$ cat config.mk
export PLATFORM = sky130hd
export DESIGN_NAME = expand_state
export DESIGN_NICKNAME = d
export VERILOG_FILES = /design/src/rtl/bcrypt_pkg.sv /design/src/rtl/expand_addr_map.sv /design/src/rtl/expand_state.sv
export SDC_FILE = /design/constraint.sdc
export NUM_CORES = 1
export LEC_CHECK = 0
export ABC_AREA = 1
export BUFFER_PORTS_ARGS = -buffer_cell sky130_fd_sc_hd__buf_2
export CAP_MARGIN = 5
export CORE_MARGIN = 3
export CORE_UTILIZATION = 35
export CTS_BUF_LIST = sky130_fd_sc_hd__clkbuf_8 sky130_fd_sc_hd__clkbuf_16
export DETAILED_ROUTE_END_ITERATION = 12
export HOLD_SLACK_MARGIN = 0.08
export REMOVE_ABC_BUFFERS = 1
export SYNTH_ARGS = -nofsm -noshare
export SYNTH_HDL_FRONTEND = slang
export SYNTH_HIERARCHICAL = 1
export SYNTH_SLANG_ARGS = --single-unit
$ cat constraint.sdc
create_clock -name clk -period 2.3 [get_ports clk]
set_clock_uncertainty 0.1 [all_clocks]
set_input_delay 0.115 -clock clk [delete_from_list [all_inputs] [get_ports clk]]
set_output_delay 0.115 -clock clk [all_outputs]
set_load 0.005 [all_outputs]
$ cat src/rtl/bcrypt_pkg.sv
// Shared definitions for the bcrypt key-schedule datapath.
//   - Memory layout defaults (P-array offset/size, S-box size).
//   - expand_state_t: sequencer states of expand_state.
//   - Helpers that pick the salt words mixed into a block.
package bcrypt_pkg;

  localparam int P_ARRAY_OFFSET = 4000;
  localparam int P_WORDS        = 18;
  localparam int S_WORDS        = 1024;
  localparam int IDX_W          = 11;  // holds word indices 0..1041
  localparam int ADDR_W         = 12;  // SRAM word address

  typedef enum logic [2:0] {
    IDLE   = 3'd0,
    MIX    = 3'd1,
    FIRE   = 3'd2,
    WAIT   = 3'd3,
    WR_L   = 3'd4,
    WR_R   = 3'd5,
    FINISH = 3'd6
  } expand_state_t;

  // Salt word XORed into L for the block starting at word_idx.
  // Block k = word_idx/2 uses words 2k mod 4 (L) and 2k+1 mod 4 (R).
  function automatic logic [1:0] salt_word_idx(input logic [IDX_W-1:0] word_idx);
    logic [IDX_W-1:0] k;
    k = word_idx >> 1;
    return 2'((k % 2) * 2);
  endfunction

  // word0 is the most significant 32 bits of the salt.
  function automatic logic [31:0] salt_word(input logic [127:0] salt,
                                            input logic [1:0]   w);
    logic [31:0] r;
    case (w)
      2'd0:    r = salt[127:96];
      2'd1:    r = salt[95:64];
      2'd2:    r = salt[63:32];
      default: r = salt[31:0];
    endcase
    return r;
  endfunction

endpackage

$ cat src/rtl/expand_addr_map.sv
// Combinational map from key-schedule word index to SRAM word address.
//   word_idx_i : word index 0..P_WORDS+S_WORDS-1
//   addr_o     : P_ARRAY_OFFSET+i for the P-array, i-P_WORDS for S-boxes
module expand_addr_map
  import bcrypt_pkg::*;
#(
  parameter int P_OFFSET = P_ARRAY_OFFSET,
  parameter int P_COUNT  = P_WORDS
) (
  input  logic [IDX_W-1:0]  word_idx_i,
  output logic [ADDR_W-1:0] addr_o
);

  localparam logic [ADDR_W-1:0] P_BASE = ADDR_W'(P_OFFSET);
  localparam logic [IDX_W-1:0]  P_LIM  = IDX_W'(P_COUNT);

  logic [ADDR_W-1:0] idx_ext;
  assign idx_ext = {{(ADDR_W-IDX_W){1'b0}}, word_idx_i};

  always_comb begin
    if (word_idx_i < P_LIM) addr_o = P_BASE + idx_ext;
    else                    addr_o = idx_ext - ADDR_W'(P_COUNT);
  end

endmodule

$ cat src/rtl/expand_state.sv
// bcrypt ExpandState / ExpandKey sequencer.
// Encrypts a chained (L,R) pair through the external feistel block, optionally
// salting it first, and writes each result over the P-array then the S-boxes.
//   clk, reset          : clock, synchronous active-high reset
//   start, salted, salt : pass request, salt enable (sampled on start), salt
//   busy, done          : pass in progress, one-cycle completion pulse
//   f_start, f_L, f_R   : request to feistel
//   f_resultL/R, f_done : response from feistel
//   sram_grant          : this block owns both SRAM write ports
//   wr_addr/data/cs_l/we_l : SRAM write port (active-low strobes)
//   dbg_state           : current sequencer state, for observation only
//
// Handshake: feistel is fired by a single-cycle f_start with f_L/f_R valid in
// that cycle; they stay stable until the single-cycle f_done, whose results
// are valid in the same cycle. f_done outside WAIT is ignored, as is start
// outside IDLE.
module expand_state
  import bcrypt_pkg::*;
#(
  parameter int P_ARRAY_OFFSET = bcrypt_pkg::P_ARRAY_OFFSET,
  parameter int P_WORDS        = bcrypt_pkg::P_WORDS,
  parameter int S_WORDS        = bcrypt_pkg::S_WORDS
) (
  input  logic         clk,
  input  logic         reset,
  input  logic         start,
  input  logic         salted,
  input  logic [127:0] salt,
  output logic         busy,
  output logic         done,
  output logic         f_start,
  output logic [31:0]  f_L,
  output logic [31:0]  f_R,
  input  logic [31:0]  f_resultL,
  input  logic [31:0]  f_resultR,
  input  logic         f_done,
  output logic         sram_grant,
  output logic [11:0]  wr_addr,
  output logic [31:0]  wr_data,
  output logic         wr_cs_l,
  output logic         wr_we_l,
  output logic [2:0]   dbg_state
);

  // Index of the first word of the final block.
  localparam logic [IDX_W-1:0] LAST_IDX = IDX_W'(P_WORDS + S_WORDS - 2);

  expand_state_t    state_q, state_d;
  logic [31:0]      l_q, l_d, r_q, r_d;
  logic [IDX_W-1:0] idx_q, idx_d;
  logic             salted_q, salted_d;
  logic [1:0]       sw_l;
  logic [IDX_W-1:0] map_idx;
  logic [11:0]      map_addr;

  // State and datapath registers
  always_ff @(posedge clk) begin
    if (reset) begin
      state_q  <= IDLE;
      l_q      <= '0;
      r_q      <= '0;
      idx_q    <= '0;
      salted_q <= 1'b0;
    end else begin
      state_q  <= state_d;
      l_q      <= l_d;
      r_q      <= r_d;
      idx_q    <= idx_d;
      salted_q <= salted_d;
    end
  end

  // Next state
  always_comb begin
    state_d = state_q;
    case (state_q)
      IDLE:    if (start) state_d = MIX;
      MIX:     state_d = FIRE;
      FIRE:    state_d = WAIT;
      WAIT:    if (f_done) state_d = WR_L;
      WR_L:    state_d = WR_R;
      WR_R:    state_d = (idx_q == LAST_IDX) ? FINISH : MIX;
      FINISH:  state_d = IDLE;
      default: state_d = IDLE;
    endcase
  end

  // Datapath next values
  assign sw_l = salt_word_idx(idx_q);

  always_comb begin
    l_d      = l_q;
    r_d      = r_q;
    idx_d    = idx_q;
    salted_d = salted_q;
    case (state_q)
      IDLE: if (start) begin
        salted_d = salted;
        l_d      = '0;
        r_d      = '0;
        idx_d    = '0;
      end
      MIX: if (salted_q) begin
        l_d = l_q ^ salt_word(salt, sw_l);
        r_d = r_q ^ salt_word(salt, sw_l | 2'd1);
      end
      WAIT: if (f_done) begin
        l_d = f_resultL;
        r_d = f_resultR;
      end
      WR_R: if (idx_q != LAST_IDX) idx_d = idx_q + IDX_W'(2);
      default: ;
    endcase
  end

  // WR_R writes the second word of the pair.
  assign map_idx = (state_q == WR_R) ? idx_q + IDX_W'(1) : idx_q;

  expand_addr_map #(
    .P_OFFSET (P_ARRAY_OFFSET),
    .P_COUNT  (P_WORDS)
  ) u_addr_map (
    .word_idx_i (map_idx),
    .addr_o     (map_addr)
  );

  // Outputs
  always_comb begin
    busy       = 1'b0;
    done       = 1'b0;
    f_start    = 1'b0;
    sram_grant = 1'b0;
    wr_cs_l    = 1'b1;
    wr_we_l    = 1'b1;
    wr_addr    = '0;
    wr_data    = '0;
    case (state_q)
      MIX, WAIT: busy = 1'b1;
      FIRE: begin
        busy    = 1'b1;
        f_start = 1'b1;
      end
      WR_L, WR_R: begin
        busy       = 1'b1;
        sram_grant = 1'b1;
        wr_cs_l    = 1'b0;
        wr_we_l    = 1'b0;
        wr_addr    = map_addr;
        wr_data    = (state_q == WR_L) ? l_q : r_q;
      end
      FINISH:  done = 1'b1;
      default: ;
    endcase
  end

  assign f_L       = l_q;
  assign f_R       = r_q;
  assign dbg_state = state_q;

endmodule
# Word-level counts from Yosys, hierarchy flattened
# Index checks and enable logic that the tools add are counted.
[op_classes]
order_cmp = 1
add_sub_neg = 4
bitwise_logic = 3
n_reduce_logical = 11
muxes = 30
n_eq_ne = 12
[ops]
columns = ["op", "n"]
rows = [
  ["32-bit two-way mux", 11],
  ["32-bit case mux with 3 select lines", 2],
  ["32-bit case mux with 2 select lines", 2],
  ["32-bit XOR", 2],
  ["11-bit two-way mux", 3],
  ["12-bit two-way mux", 2],
  ["11-bit case mux with 2 select lines", 1],
  ["3-bit case mux with 6 select lines", 1],
  ["12-bit by 11-bit adder with 12-bit output (first input constant)", 1],
  ["11-bit by 5-bit subtractor with 12-bit output (second input constant)", 1],
  ["11-bit by 1-bit adder with 11-bit output (second input constant)", 1],
  ["11-bit by 2-bit adder with 11-bit output (second input constant)", 1],
  ["11-bit == test (second input constant)", 1],
  ["11-bit by 5-bit less-than comparator with 1-bit output (second input constant)", 1],
  ["11-bit inequality test (second input constant)", 1],
  ["3-bit == test (second input constant)", 3],
  ["3-bit two-way mux", 3],
  ["2-bit inequality test (second input constant)", 4],
  ["3-bit by 2-bit == test with 1-bit output (second input constant)", 2],
  ["1-bit two-way mux", 5],
  ["5-bit OR reduction", 1],
  ["2-bit logical NOT", 2],
  ["2-bit AND reduction", 2],
  ["4-bit AND reduction", 1],
  ["7 further kinds", 7],
]
[totals]
register_bits = 79
out_inout_bits = 117
inputBits = 197
word_cells = 66

# Logic depth before layout (Yosys ltp)
# Gate-level depths: netlist (run 1).
[depth]
word_depth = 7
mapped_depth = 12
depth_no_buf = 11

# Modules after synthesis
# Netlist (run 1), hierarchy kept.
[by_module_without_submodules]
columns = ["module", "seq_area_each_um2", "instances", "cells_per_inst", "area_each_um2"]
rows = [
  ["expand_state", 1561.5, 1, 1136, 6393.6],
  ["expand_addr_map", 0.0, 1, 71, 404.1],
]

# Worst setup path after synthesis (run 1)
# No wires, ideal clock.
[synth_path]
path_type = "reg-to-output"
from = "register state_q[0] (netlist: dbg_state[0])"
to = "output port wr_we_l"
arrival_ns = 1.454
setup_slack_ns = 0.631
path_stages_with_launch = 10
cell_sequence = "dfxtp_1 -> clkbuf_2 -> nor2_1 -> inv_1 -> nor2_1 -> inv_1 -> nand2_1 -> inv_1 -> clkbuf_1 -> buf_4"
[synth_via]
elab_chain_cells = 3
[synth_rtl]
columns = ["item", "line_no", "text"]
rows = [
  ["start, declared", "expand_state.sv:48", "expand_state_t state_q, state_d;"],
  ["start signal, assigned", "expand_state.sv:65", "state_q <= state_d;"],
  ["3-bit == test", "-", ""],
  ["2-bit OR reduction *", "-", ""],
  ["1-bit two-way mux *", "-", ""],
  ["end, declared", "expand_state.sv:41", "output logic wr_we_l,"],
]
# Mark *: on every way between the ends. The rest lies on a longest branch, timed or not.

# Worst setup path after layout (run 1)
[layout_path]
from = "register idx_q[2]"
to = "output port wr_addr[9]"
[layout_via]
elab_chain_cells = 5
[layout_rtl]
columns = ["item", "line_no", "text"]
rows = [
  ["start, declared", "expand_state.sv:50", "logic [IDX_W-1:0] idx_q, idx_d;"],
  ["start signal, assigned", "expand_state.sv:68", "idx_q <= idx_d;"],
  ["11-bit by 1-bit adder with 11-bit output", "expand_state.sv:117", "assign map_idx = (state_q == WR_R) ? idx_q + IDX_W'(1) : idx_q;"],
  ["11-bit two-way mux *", "expand_state.sv:117", ""],
  ["12-bit by 11-bit adder with 12-bit output (tied with other cells)", "expand_addr_map.sv:21", "if (word_idx_i < P_LIM) addr_o = P_BASE + idx_ext;"],
  ["12-bit two-way mux *", "expand_addr_map.sv:21", ""],
  ["via map_addr[9]", "expand_state.sv:54", "logic [11:0] map_addr;"],
  ["12-bit two-way mux *", "expand_state.sv:137", "case (state_q)"],
  ["end, declared", "expand_state.sv:38", "output logic [11:0] wr_addr,"],
]
# Mark *: on every way through the listed nets, which the timed path passes. The rest lies on a longest branch.

==> results of run 1 <==
## timing repair
action                     CTS  global route
resized for setup            0             8
hold buffers                67             0
setup endpoints to repair    0             6
hold endpoints to repair    65             0
## layer usage
metal | global-route usage [%] | share of wire, %
met4 | 6.36 | 1.5
met5 | 0 | 0.051
met2 | 42.7 | 50
met1 | 28.8 | 42
met3 | 4.05 | 5.6
## state kept, by name (all words and copies together), names as in the netlist
| register | count |
|---|---|
| dbg_state | 3 |
| salted_q | 1 |
| f_L | 32 |
| f_R | 32 |
| idx_q | 10 |
## metrics by stage
step / util (%) / cells / power (uW)
floorplan: - / 1119 / 2340
global placement: 45.2 / 1713 / 3120
global route: 50.5 / 1797 / 4920
detailed placement: 45.2 / 1713 / 3130
finish: 50.5 / 1797 / 4610
CTS: 50.3 / 1794 / 4660
## report_power, final
part | switching (uW) | internal [uW] | total, uW
Combinational | 928 | 654 | 1580
Clock | 545 | 881 | 1430
Sequential | 135 | 1460 | 1600
Total | 1610 | 3000 | 4610
## area by class of cell
class / instances / share of cell area [%]
multi-input combinational: 869 / 43.9
clock inverter: 3 / 0.393
timing repair buffer: 401 / 26.3
timing repair inverter: 1 / 0.0787
inverter: 172 / 6.81
antenna: 2 / 0.0525
tap: 260 / 3.41
clock buffer: 11 / 2.65
sequential: 78 / 16.4
## cells by family (layout without fill, tap and decap cells)
logic type               after synthesis  after routing  share of synthesized area (%)
AND/OR/NAND/NOR                      523            523                           32.1
AO/OA/AOI/OAI                        337            337                           27.5
buffers and inverters                260            588                           16.1
flip-flops                            78             78                           23.0
adder cells (fa/ha/maj)                5              5                          0.920
XOR/XNOR                               4              4                          0.515
other                                  0              2                              0
## critical path: stages (launching register included)
cell and delay, ns:
dfxtp_2 0.41, inv_1 0.09, ha_1 0.21, nand2_1 0.16, nand3_2 0.12, nand3_1 0.09, nand2_1 0.05, nand2_1 0.07
nand2_1 0.05, nand2_1 0.05, inv_1 0.03, nor2_1 0.08, buf_2 0.11
## how the worst min path moves through the flow
stage	from	to	slack (ns)	cells past startpoint
2_1_floorplan	reset	f_L[0]$_SDFFE_PP0P_	0.08	1
6_report	f_resultL[27]	f_L[27]$_SDFFE_PP0P_	0.08	5
3_5_place_dp	salted	salted_q$_SDFFE_PP0P_	0.34	3
3_3_place_gp	salted	salted_q$_SDFFE_PP0P_	0.34	3
5_1_grt	salt[81]	f_R[17]$_SDFFE_PP0P_	0.11	6
4_1_cts	f_resultL[27]	f_L[27]$_SDFFE_PP0P_	0.08	5
## cell usage in the layout, fill, tap and decap left out, types with 2 or more instances in the layout
master           n
dfxtp_2          3
buf_4           12
nand3b_1         4
diode_2          2
inv_2            4
nand2_2          4
nor2_1          33
clkbuf_16        9
nand2_1        377
dfxtp_1         74
xor2_1           4
o211ai_1        64
buf_12           9
a21oi_1        129
clkinvlp_4       2
ha_1             5
inv_1          169
o22ai_1          5
nand3_2          3
buf_2          313
nand4_1          5
o21ai_0        131
o21ai_1          4
clkbuf_8         2
dlygate4sd3_1   67
nor2_4           3
nand3_1         84
==> results.md, run 1 <==
* Status: finished clean
* Core area at 18900 sq um
* Die height at 145 um
* GRT Total Usage at 23.6%
* Min Hold Slack at 0.0796 ns
* Post-CTS Setup Inserts at 0
* Iteration-0 DRC Markers at 588
* Slew headroom at 75.6%
* Unrepaired setup endpoints after global routing: false
* Initial antenna violation count at 3
* Worst Setup Start Kind: flop
* Final worst slack at 0.219 ns
* Die area at 21100 sq um
* DR WL/cell at 14.3 um
* CTS tree: done
* # DRC at 0
* Yosys top cell area share at 23.0%
* Fin. Hold Viols at 0
* Final wirelength at 25.7 mm
* Critical path capture point: wr_addr[9]
* Fin crit period at 2.08 ns
* Post-synthesis cell type count at 36
* Count of flip-flops with a built-in enable after synthesis at 0
* Fin crit share at 90.5%
* Area Growth Syn to Fin at 40.3%
* Clk_lat worst skew at 0.33 ns
* Final setup viols at 0
* Post-Place Setup Slack at 0.401 ns
* Post-synthesis sequential area ratio at 23.0%
* Crit Path Max Fanout at 7
* Clock slew seen by the registers of the worst setup and hold paths at 0.06 ns
* Share of layout cells above drive strength 1 at 24.3%
* FF-to-FF End: f_R[11]$_SDFFE_PP0P_
* Yosys warning total at 6
* Register cell area after layout at 1570 sq um
* Root buffer cell: clkbuf_16
* # fillers at 2037
* Num rows at 50
* Avg Inst Size Synth at 5.63 sq um
* Largest net degree at the start of global routing at 89
* H-tree depth at 3
* Min-delay worst type: input pin to flop
* Synthesized area at 6800 sq um
* PortBufs at 313
* Area of the multi-input gates at 4190 sq um
* GPL Wtd Cong at 0.843
* Cells after synthesis at 1207
* Crit path kind: flop to output port
* Ys flop type: dfxtp_1
* Max IR drop VDD at 0.000438 V
* Die W at 145 um
* ANT nets after route at 0
* CP Data Required Time at 2.09 ns
* Nature of the critical path endpoint: output port
* Worst-margin pin slew at 0.366 ns
* Ranking of synthesized cells by area: dfxtp_1, nand2_1, o21ai_0
* Setup TNS after final layout at 0 ns
* Starting Density at 36.0%
* First-pass GRT wire length at 42.0 mm
* I/O pin total at 314
* Top cells by count, synth: nand2_1, inv_1, o21ai_0
* Synth area leader: dfxtp_1
* Max-slew violations at 0
* Worst setup path startpoint: idx_q[2]$_SDFFE_PP0P_
* Drt first pass iters at 5
* DP Area at 8550 sq um
* RR Startpoint: dbg_state[0]$_SDFFE_PP0P_
* Leakage power at 0.00470 uW
* Total grt overflow at 0
* Post-synthesis register bit count at 78
* Num CTS Buffers at 9
* R2R setup slack at 0.43 ns
* DR vias at 8834
* Vias per inst at 4.92
* Maxcap violations at 0
* Nets at 1734
* Pwr Density at 483 nW/um^2
* Dpl hpwl at 18.6 mm
* Data arrival, critical path at 1.87 ns
* Async SR Flop Fraction at 0%
* Number of global-route vias before repair at 8416
* R2r worst-path depth at 7
* Most common cell in the netlist: nand2_1
* Highest clock rate at 0.480 GHz
* Post-route cell area at 9540 sq um
* Max Buffers Root-to-Sink at 2
* Sink Count at 78
No activity file was read; power rests on OpenSTA's default activity.
==> inputs of run 2 (changes only) <==
- PLACE_DENSITY: not set -> 0.65
- clock period: 2.3 -> 1.9 ns (I/O delays scaled with it)
==> run 2 against run 1 <==
- worst hold slack better by 0.012 ns
- routed wire length up 2.5%
- combinational power up 32%
- non-clock buffer count up 90
- count of clock-buffer cells in the layout unchanged
- register-to-register slack worse by 0.29 ns
- critical path depth down 3
- via count up 6.5%
- power up 26%
- flip-flop and latch count unchanged
- sequential power up 21%
- highest routed layer unchanged
==> results.md, run 2 (same netlist as run 1, synthesis figures left out) <==
* Area Growth Syn to Fin at 55.9%
* DR WL/cell at 14.0 um (-2.5%)
* First-pass GRT wire length at 41.8 mm (-0.54%)
* Share of layout cells above drive strength 1 at 26.1% (+1.8 points)
* Highest clock rate at 0.540 GHz
* DR vias at 9407 (+6.5%)
* GPL Wtd Cong at 0.868 (+3.1%)
* Maxcap violations at 0 (unchanged)
* Drt first pass iters at 5 (unchanged)
* Num CTS Buffers at 9 (unchanged)
* Pwr Density at 549 nW/um^2 (+14%)
* Crit Path Max Fanout at 5 (-2)
* Core area at 18900 sq um (unchanged)
* Max IR drop VDD at 0.000380 V (-13%)
* Max-slew violations at 0 (unchanged)
* Sink Count at 78 (unchanged)
* Fin. Hold Viols at 0 (unchanged)
* Crit path kind: flop to output port
* Dpl hpwl at 17.7 mm (-4.8%)
* PortBufs at 313 (unchanged)
* Clock slew seen by the registers of the worst setup and hold paths at 0.06 ns (about the same)
* Worst Path Buf+Inv at 3 (unchanged)
* CP max-delay cell: dfxtp_4
* ANT nets after route at 0 (unchanged)
* Iteration-0 DRC Markers at 502 (-15%)
* Min-delay worst type: input pin to flop
* Hold_sp: salt[120]
* Max incr delay on CP at 0.37 ns (-0.04 ns)
* CP delay by family, top: simple AND/OR/NAND/NOR gates
* CTS tree: done
* Status: finished clean
* Data arrival, critical path at 1.66 ns (-0.21 ns)
* Commonest non-fill, non-tap cell in the layout: nand2_1
* Nature of the critical path endpoint: output port
* Setup TNS after final layout at 0 ns (unchanged)
* # DRC at 0 (unchanged)
* Total grt overflow at 0 (unchanged)
* I/O pin total at 314 (unchanged)
* Leakage power at 0.00518 uW (+10%)
* Commonest non-fill, non-tap cells in the layout: nand2_1, buf_2, inv_1
* Worst Setup Start Kind: flop
* Nets at 1825 (+5.2%)
* Worst-margin pin slew at 0.549 ns (+0.183 ns)
* Largest net degree at the start of global routing at 132 (+48%)
* Critical-path cell list: inv_4, nand3_4, nand2_4, nand3b_4, or2_4, nand2_1, inv_1, nor2_1, buf_2
* Vias per inst at 4.98 (+1.3%)
* Worst setup path startpoint: idx_q[1]$_SDFFE_PP0P_
* Power consumption at 5810 uW (+26%)
* Clk_lat worst skew at 0.34 ns (about the same)
* Number of global-route vias before repair at 8593 (+2.1%)
* Num rows at 50 (unchanged)
* Final setup viols at 0 (unchanged)
* Die height at 145 um (unchanged)
* Starting Density at 36.0% (unchanged)
* Initial antenna violation count at 2 (-1)
* Slew headroom at 63.4% (-12 points)
* Die area at 21100 sq um (unchanged)
* Post-route cell area at 10600 sq um (+11%)
* Fin crit period at 1.85 ns
* Die W at 145 um (unchanged)
* Unrepaired setup endpoints after global routing: true
* RR Startpoint: dbg_state[0]$_SDFFE_PP0P_
* H-tree depth at 3 (unchanged)
* Max Buffers Root-to-Sink at 2 (unchanged)
* GRT Total Usage at 23.4% (-0.12 points)
* DP Area at 8630 sq um (+0.94%)
* Final wirelength at 26.4 mm (+2.5%)
* Fin crit share at 97.4%
* CP Data Required Time at 1.70 ns (-0.39 ns)
* Root buffer cell: clkbuf_16
-- run 2: per-stage QoR --
| step | worst slack [ns] | hold slack (ns) | utilization [%] | instances |
|---|---|---|---|---|
| 6_report | 0.0492 | 0.0921 | 56.1 | 1889 |
| 5_1_grt | -0.0509 | 0.147 | 56.1 | 1889 |
| 4_1_cts | 0.000368 | 0.0831 | 54.9 | 1876 |
| 3_5_place_dp | 0.204 | 0.259 | 45.7 | 1722 |
| 3_3_place_gp | 0.213 | 0.259 | 45.7 | 1722 |
| 2_1_floorplan | -2.54 | 0.0641 | - | 1119 |
-- run 2: path summary, 6_finish.rpt --
kind / cells past startpoint / end / slack, ns
setup / recovery: 9 / wr_addr[9] / 0.05
setup reg to reg: 6 / salted_q$_SDFFE_PP0P_ / 0.14
hold reg to reg: 2 / f_L[15]$_SDFFE_PP0P_ / 0.41
hold / removal: 6 / f_L[24]$_SDFFE_PP0P_ / 0.09
-- run 2: routing by layer --
| metal | share of wire [%] | global-route usage [%] |
|---|---|---|
| met1 | 40 | 28.7 |
| met2 | 49 | 40.2 |
| met3 | 6.8 | 3.74 |
| met4 | 3.3 | 11.3 |
| met5 | 0.049 | 0 |
-- run 2: cell type report --
type | instances | area [sq um]
Fill cell | 1868 | 8300
Multi-Input combinational cell | 870 | 4290
Timing Repair Buffer | 491 | 3410
Sequential cell | 78 | 1590
Inverter | 172 | 659
Tap cell | 260 | 325
Clock buffer | 11 | 264
Clock inverter | 5 | 47.5
Timing Repair inverter | 1 | 7.51
Antenna cell | 1 | 2.50
-- run 2: power breakdown --
group,leakage [uW],internal [uW],switching (uW)
clock network,0.000163,1120,674
registers,0.000641,1770,169
logic,0.00438,934,1150
total,0.00518,3820,1990
-- run 2: timing repair --
item                                    CTS  global route
endpoints found under the hold margin    68             0
buffers inserted                          6            11
cloned                                    3             1
pin swaps                                 3             9
endpoints found under the setup margin   42            38
gates resized for setup                  25            32
hold buffers                            129             0
-- run 2: worst min-delay path, stage by stage --
cell and delay [ns]:
buf_2 0.08, o211ai_1 0.07, nand3_1 0.06, nand2_1 0.06
nand2_1 0.05, a21oi_1 0.05
